$ cat config.mk
export PLATFORM = sky130hd
export DESIGN_NAME = ann_stream_loader
export DESIGN_NICKNAME = d
export VERILOG_FILES = /design/src/rtl/ann_stream_loader.sv
export SDC_FILE = /design/constraint.sdc
export NUM_CORES = 1
export LEC_CHECK = 0
export ABC_AREA = 1
export CAP_MARGIN = 20
export CORE_MARGIN = 1
export CORE_UTILIZATION = 42
export DETAILED_ROUTE_END_ITERATION = 16
export PLACE_DENSITY = 0.81
export SLEW_MARGIN = 20
export SYNTH_ARGS = -nofsm -noshare
export SYNTH_HDL_FRONTEND = slang
export SYNTH_SLANG_ARGS = --single-unit
$ cat constraint.sdc
create_clock -name clk -period 1.4 [get_ports clk]
set_input_delay 0.28 -clock clk [delete_from_list [all_inputs] [get_ports clk]]
set_output_delay 0.28 -clock clk [all_outputs]
set_load 0.05 [all_outputs]
$ cat src/rtl/ann_stream_loader.sv
// Streams the image and per-layer weights into the ANN buffers, runs the core, and shows the result.
// Optional watchdog on LOAD/WAIT is enabled by defining ANN_LOADER_TIMEOUT_EN.
module ann_stream_loader #(
  parameter int DATA_W         = 16,
  parameter int IMAGE_SIZE     = 64,
  parameter int LAYER_SIZE     = 16,
  parameter int NUM_LAYERS     = 2,
  parameter int ADDR_W         = 10,
  parameter int SEL_W          = 2,
  parameter int BUF_AW         = 10,
  parameter int TIMEOUT_CYCLES = 4096
) (
  input  logic              clk,
  input  logic              n_reset,
  input  logic              start_detecting,
  input  logic [ADDR_W-1:0] image_address,
  output logic              bus_req,
  output logic [ADDR_W-1:0] bus_addr,
  output logic [SEL_W-1:0]  coef_select,
  input  logic              bus_valid,
  input  logic [DATA_W-1:0] bus_data,
  input  logic              bus_last,
  output logic              bus_ready,
  output logic              buf_we,
  output logic [SEL_W-1:0]  buf_sel,
  output logic [BUF_AW-1:0] buf_addr,
  output logic [DATA_W-1:0] buf_wdata,
  output logic              ann_start,
  input  logic              ann_done,
  input  logic [3:0]        ann_class,
  output logic [7:0]        seven_seg,
  output logic              done_processing,
  output logic              busy,
  output logic              error
);

  // state   | meaning
  // IDLE    | waiting for start after reset
  // REQ     | one-cycle bus request for the current set
  // LOAD    | accepting words of the current set
  // RUN     | one-cycle start pulse to the ANN core
  // WAIT    | waiting for the ANN result
  // DONE    | result shown, done_processing held
  // ERROR   | framing/timeout error, "E" shown
  typedef enum logic [2:0] {
    S_IDLE, S_REQ, S_LOAD, S_RUN, S_WAIT, S_DONE, S_ERROR
  } state_t;

  localparam int N_IMG = IMAGE_SIZE;
  localparam int N_L1  = LAYER_SIZE * IMAGE_SIZE;
  localparam int N_LN  = LAYER_SIZE * LAYER_SIZE;

  state_t            state, state_nxt;
  logic [SEL_W-1:0]  set_q;
  logic [BUF_AW-1:0] cnt_q;
  logic [BUF_AW-1:0] last_idx;
  logic              idle_like, start_ok, accept, at_last;
  logic              set_done, frame_err, final_set, timeout;

  assign idle_like = (state == S_IDLE) || (state == S_DONE) || (state == S_ERROR);
  assign start_ok  = idle_like && start_detecting;
  assign accept    = (state == S_LOAD) && bus_valid;
  assign at_last   = (cnt_q == last_idx);
  assign set_done  = accept && bus_last && at_last;
  assign frame_err = accept && (bus_last != at_last);
  assign final_set = (set_q == SEL_W'(NUM_LAYERS));

  always_comb begin
    last_idx = BUF_AW'(N_LN - 1);
    if (set_q == '0)
      last_idx = BUF_AW'(N_IMG - 1);
    else if (set_q == SEL_W'(1))
      last_idx = BUF_AW'(N_L1 - 1);
  end

`ifdef ANN_LOADER_TIMEOUT_EN
  localparam int WD_W = $clog2(TIMEOUT_CYCLES + 1);
  logic [WD_W-1:0] wd_q;

  // Down-counter reloaded on any state change or accepted word; expires at zero.
  always_ff @(posedge clk or negedge n_reset) begin
    if (!n_reset)
      wd_q <= '0;
    else if ((state_nxt != state) || accept)
      wd_q <= WD_W'(TIMEOUT_CYCLES - 1);
    else if (((state == S_LOAD) || (state == S_WAIT)) && (wd_q != '0))
      wd_q <= wd_q - 1'b1;
  end

  assign timeout = ((state == S_LOAD) || (state == S_WAIT)) && (wd_q == '0);
`else
  assign timeout = 1'b0;
`endif

  always_ff @(posedge clk or negedge n_reset) begin
    if (!n_reset)
      state <= S_IDLE;
    else
      state <= state_nxt;
  end

  always_comb begin
    state_nxt = state;
    case (state)
      S_IDLE, S_DONE, S_ERROR:
        if (start_detecting) state_nxt = S_REQ;
      S_REQ:
        state_nxt = S_LOAD;
      S_LOAD:
        if (frame_err)     state_nxt = S_ERROR;
        else if (set_done) state_nxt = final_set ? S_RUN : S_REQ;
        else if (timeout)  state_nxt = S_ERROR;
      S_RUN:
        state_nxt = S_WAIT;
      S_WAIT:
        if (ann_done)     state_nxt = S_DONE;
        else if (timeout) state_nxt = S_ERROR;
      default:
        state_nxt = S_IDLE;
    endcase
  end

  always_comb begin
    bus_req         = (state == S_REQ);
    bus_ready       = (state == S_LOAD);
    ann_start       = (state == S_RUN);
    done_processing = (state == S_DONE);
    error           = (state == S_ERROR);
    busy            = !idle_like;
    coef_select     = set_q;
  end

  always_ff @(posedge clk or negedge n_reset) begin
    if (!n_reset) begin
      set_q    <= '0;
      cnt_q    <= '0;
      bus_addr <= '0;
    end else begin
      if (start_ok) begin
        set_q    <= '0;
        bus_addr <= image_address;
      end else if (set_done && !final_set) begin
        set_q <= set_q + 1'b1;
      end
      if (start_ok || (state == S_REQ))
        cnt_q <= '0;
      else if (accept)
        cnt_q <= cnt_q + 1'b1;
    end
  end

  // One-cycle write pipeline; a word that breaks framing is dropped.
  always_ff @(posedge clk or negedge n_reset) begin
    if (!n_reset) begin
      buf_we    <= 1'b0;
      buf_sel   <= '0;
      buf_addr  <= '0;
      buf_wdata <= '0;
    end else begin
      buf_we <= accept && !frame_err;
      if (accept) begin
        buf_sel   <= set_q;
        buf_addr  <= cnt_q;
        buf_wdata <= bus_data;
      end
    end
  end

  function automatic logic [7:0] seg_decode(input logic [3:0] c);
    case (c)
      4'd0:    return 8'hC0;
      4'd1:    return 8'hF9;
      4'd2:    return 8'hA4;
      4'd3:    return 8'hB0;
      4'd4:    return 8'h99;
      4'd5:    return 8'h92;
      4'd6:    return 8'h82;
      4'd7:    return 8'hF8;
      4'd8:    return 8'h80;
      4'd9:    return 8'h90;
      default: return 8'hBF;
    endcase
  endfunction

  always_ff @(posedge clk or negedge n_reset) begin
    if (!n_reset)
      seven_seg <= 8'hFF;
    else if ((state == S_WAIT) && ann_done)
      seven_seg <= seg_decode(ann_class);
    else if (state_nxt == S_ERROR && state != S_ERROR)
      seven_seg <= 8'h86;
  end

endmodule

==> results.sh <==
export IMPL_status="complete, but fails checks"
export IMPL_failing_checks="negative setup slack"
export IMPL_synth_seq_area_share_pct=52.8
export IMPL_routedWlPerCell_um=21.9
export IMPL_fillerInstances=218
export IMPL_drt_total_wl_mm=13.0
export IMPL_hold_class="in2async"
export IMPL_synth_warnings=0
export IMPL_dpl_cell_count=552
export IMPL_worst_setup_path_type="reg2reg"
export IMPL_netlist_cell_type_count=25
export IMPL_placementRows=29
export IMPL_synthesis_instances=356
export IMPL_seq_power_share_pct=26.9
export IMPL_hpwlAfterDp_mm=6.28
export IMPL_final_design_area_no_fill_um2=5870
export IMPL_netlist_top_cells_area="sky130_fd_sc_hd__dfrtp_1, sky130_fd_sc_hd__nand2_1, sky130_fd_sc_hd__dfstp_2"
export IMPL_syn_mean_instance_area_um2=8.16
export IMPL_antenna_found_initial=0
export IMPL_timing_max_cap_violations=0
export IMPL_cellInternalPower_w=0.00633
export IMPL_dpl_instance_area_um2=4780
export IMPL_finish_cell_count_without_fillers=593
export IMPL_cts_buffers_inserted=9
export IMPL_synth_seq_cells=61
export IMPL_unrepaired_setup_endpoints_after_global_routing="yes"
export IMPL_syn_cell_area_um2=2910
export IMPL_vias_per_cell=5.73
export IMPL_drc_errors=0
export IMPL_vias_in_the_first_global_route=3142
export IMPL_pin_count=91
export IMPL_power_leakage_nw=2.77
export IMPL_fmax_mhz=571
export IMPL_worst_endpoint_arrival_ns=1.95
export IMPL_max_clock_skew_ns=0.0103
export IMPL_cts_htree_levels=3
export IMPL_largest_fanout_on_the_critical_path=3
export IMPL_pin_count_of_the_biggest_net_entering_global_routing=21
export IMPL_placeableCoreArea_um2=6490
export IMPL_clkSlewWorstSetupHoldPaths_ns=0.07
export IMPL_area_growth_pct=102
export IMPL_initial_core_utilization_pct=44.7
export IMPL_cts_path_max_buffers=2
export IMPL_cts_tree="done"
export IMPL_multiInputGateArea_um2=1770
export IMPL_hold_viol_final=0
export IMPL_most_frequent_standard_cell_in_the_layout_excluding_fill_and_tap_cells="sky130_fd_sc_hd__nand2_1"
export IMPL_p_clk_share_pct=11.9
export IMPL_post_route_cells_drive_above_1_share_pct=53.3
export IMPL_dr_first_iter_drc_count=310
export IMPL_sequential_cell_area_um2=1540
export IMPL_switching_share_pct=45.3
export IMPL_library_cell_occupying_the_most_area_in_the_post_synthesis_netlist="sky130_fd_sc_hd__dfrtp_1"
export IMPL_worst_skew_pair_late_latency_ns=0.33
export IMPL_cp_end_kind="flip-flop"
export IMPL_finish_utilization_pct=90.4
export IMPL_grt_use_total_pct=25.9
export IMPL_p_per_area_nw_per_um2=1970
export IMPL_comb_power_share_pct=61.2
export IMPL_globalRouteOverflowTotal=0
export IMPL_design_die_area_um2=7250
export IMPL_cts_sink_count=61
export IMPL_finalPower_w=0.0116
export IMPL_ir_drop_mv=1.56
export IMPL_layout_setup_ws_ns=-0.353
export IMPL_setup_worst_path_start_class="flip-flop"
export IMPL_layout_cells_most_common_list="sky130_fd_sc_hd__nand2_1, sky130_fd_sc_hd__buf_12, sky130_fd_sc_hd__dfrtp_1"
export IMPL_setup_viol=58
export IMPL_drt_pass1_iter_count=5
export IMPL_synth_largest_type_area_fraction_pct=46.5
export IMPL_floorplan_die_width_um=85.2
export IMPL_period_minus_slack_ns=1.75
export IMPL_dieHeight_um=85.2
export IMPL_gpl_final_weighted_congestion=0.861
export IMPL_slew_violations=0
export IMPL_routed_via_count=3397
export IMPL_portBuffers=89
export IMPL_design_final_nets=558
export IMPL_layout_worst_path_cycle_share_pct=125
export IMPL_switchingPower_w=0.00525
export IMPL_worst_slew_pin_transition_ns=0.515
export IMPL_drt_antenna_violating_nets=0
export IMPL_cp_required_ns=1.60
export IMPL_max_slew_margin_rel_pct=65.7
export IMPL_first_pass_grt_wire_length_mm=14.5
export IMPL_synth_nets=401
export IMPL_insertedDiodeCount=0
export IMPL_cts_root_buf="sky130_fd_sc_hd__clkbuf_8"
[metal layers]
metal	global-route usage [%]	up-vias	routed length, um
li1	-	1444	-
met1	27.6	1644	4310
met2	48.2	228	6740
met3	4.96	81	994
met4	13.7	0	926
met5	0	-	0
[critical path: stages (launching register included)]
cell                      delay, ns
sky130_fd_sc_hd__dfrtp_2       0.42
sky130_fd_sc_hd__inv_2         0.08
sky130_fd_sc_hd__ha_4          0.18
sky130_fd_sc_hd__inv_2         0.07
sky130_fd_sc_hd__nand3_2       0.09
sky130_fd_sc_hd__nand2_4       0.13
sky130_fd_sc_hd__nand2_4       0.06
sky130_fd_sc_hd__nor2_4        0.14
sky130_fd_sc_hd__nand4_1       0.18
sky130_fd_sc_hd__nand3_1       0.17
sky130_fd_sc_hd__o21ai_1       0.11
[final cells by class]
| class | count | area share (%) |
|---|---|---|
| Clock inverter | 2 | 0.170 |
| Clock buffer | 12 | 2.64 |
| Sequential cell | 61 | 26.2 |
| Inverter | 34 | 2.34 |
| Tap cell | 77 | 1.64 |
| Timing Repair Buffer | 156 | 36.8 |
| Multi-Input combinational cell | 251 | 30.2 |
[flip-flops by register name, indices dropped and copies added (netlist names), 2 cells and up]
signal	count
cnt_q	10
state	3
coef_select	2
buf_sel	2
buf_wdata	16
buf_addr	10
seven_seg	7
bus_addr	10
[final timing paths]
path                                                 start  slack [ns]                          to  cells after the start
worst max-delay path            coef_select[0]$_DFFE_PN0P_       -0.35  coef_select[1]$_DFFE_PN0P_                     10
worst min-delay path                               n_reset        0.46            buf_we$_DFF_PN0_                      2
worst max register to register  coef_select[0]$_DFFE_PN0P_       -0.35  coef_select[1]$_DFFE_PN0P_                     10
worst min register to register    seven_seg[4]$_DFFE_PN1P_        0.50    seven_seg[4]$_DFFE_PN1P_                      2
max in group asynchronous                          n_reset        0.41  coef_select[0]$_DFFE_PN0P_                      3
min in group clk                          image_address[8]        0.48     bus_addr[8]$_DFFE_PN0P_                      3
[synth_stat cells]
cell                       count
sky130_fd_sc_hd__a21oi_1       9
sky130_fd_sc_hd__a31oi_1       2
sky130_fd_sc_hd__buf_2         6
sky130_fd_sc_hd__buf_4         3
sky130_fd_sc_hd__clkbuf_1      2
sky130_fd_sc_hd__conb_1        1
sky130_fd_sc_hd__dfrtp_1      54
sky130_fd_sc_hd__dfstp_2       7
sky130_fd_sc_hd__ha_1          9
sky130_fd_sc_hd__inv_1        31
sky130_fd_sc_hd__inv_2         3
sky130_fd_sc_hd__nand2_1     131
sky130_fd_sc_hd__nand2_2       5
sky130_fd_sc_hd__nand3_1      27
sky130_fd_sc_hd__nand3_2       2
sky130_fd_sc_hd__nand3b_1      1
sky130_fd_sc_hd__nand4_1       5
sky130_fd_sc_hd__nor2_1       22
sky130_fd_sc_hd__nor2_2        1
sky130_fd_sc_hd__nor2_4        2
sky130_fd_sc_hd__nor3_1        8
sky130_fd_sc_hd__nor3_4        1
sky130_fd_sc_hd__o21ai_0      19
sky130_fd_sc_hd__o21ai_1       4
sky130_fd_sc_hd__xor2_1        1
[cell families (layout without fill, tap and decap cells)]
group	Yosys count	after routing	share of synthesized area [%]
flops	61	61	52.8
compound gates	34	34	5.94
simple gates	205	206	30.4
xor+xnor	1	1	0.302
other cells	1	1	0.129
fa+ha+maj	9	9	3.88
buf+inv	45	204	6.46
[what timing repair did]
| action | in CTS | in global routing |
|---|---|---|
| resized for setup | 36 | 134 |
| hold buffers | 1 | 0 |
| hold endpoints to repair | 10 | 0 |
| pin swaps | 19 | 56 |
| gates cloned | 2 | 5 |
| setup buffers | 6 | 15 |
| setup endpoints to repair | 41 | 66 |
[through the flow]
step           setup TNS (ns)  setup WS, ns  hold slack, ns
6_report               -10.25        -0.353           0.458
5_1_grt                -12.88        -0.368           0.499
4_1_cts                 -3.72        -0.258           0.456
3_5_place_dp            -8.04        -0.336           0.272
3_3_place_gp            -6.45        -0.260           0.266
2_1_floorplan           -3.89        -0.186         -0.0156
[power by group through the flow]
stage / registers, W / clock network (W) / logic [W]
floorplan: 0.00433 / 0 / 0.00141
global placement: 0.00296 / 0 / 0.00580
detailed placement: 0.00299 / 0 / 0.00596
CTS: 0.00299 / 0.00138 / 0.00621
global route: 0.00316 / 0.00146 / 0.00735
finish: 0.00311 / 0.00138 / 0.00709
No activity file was read; power rests on OpenSTA's default activity.
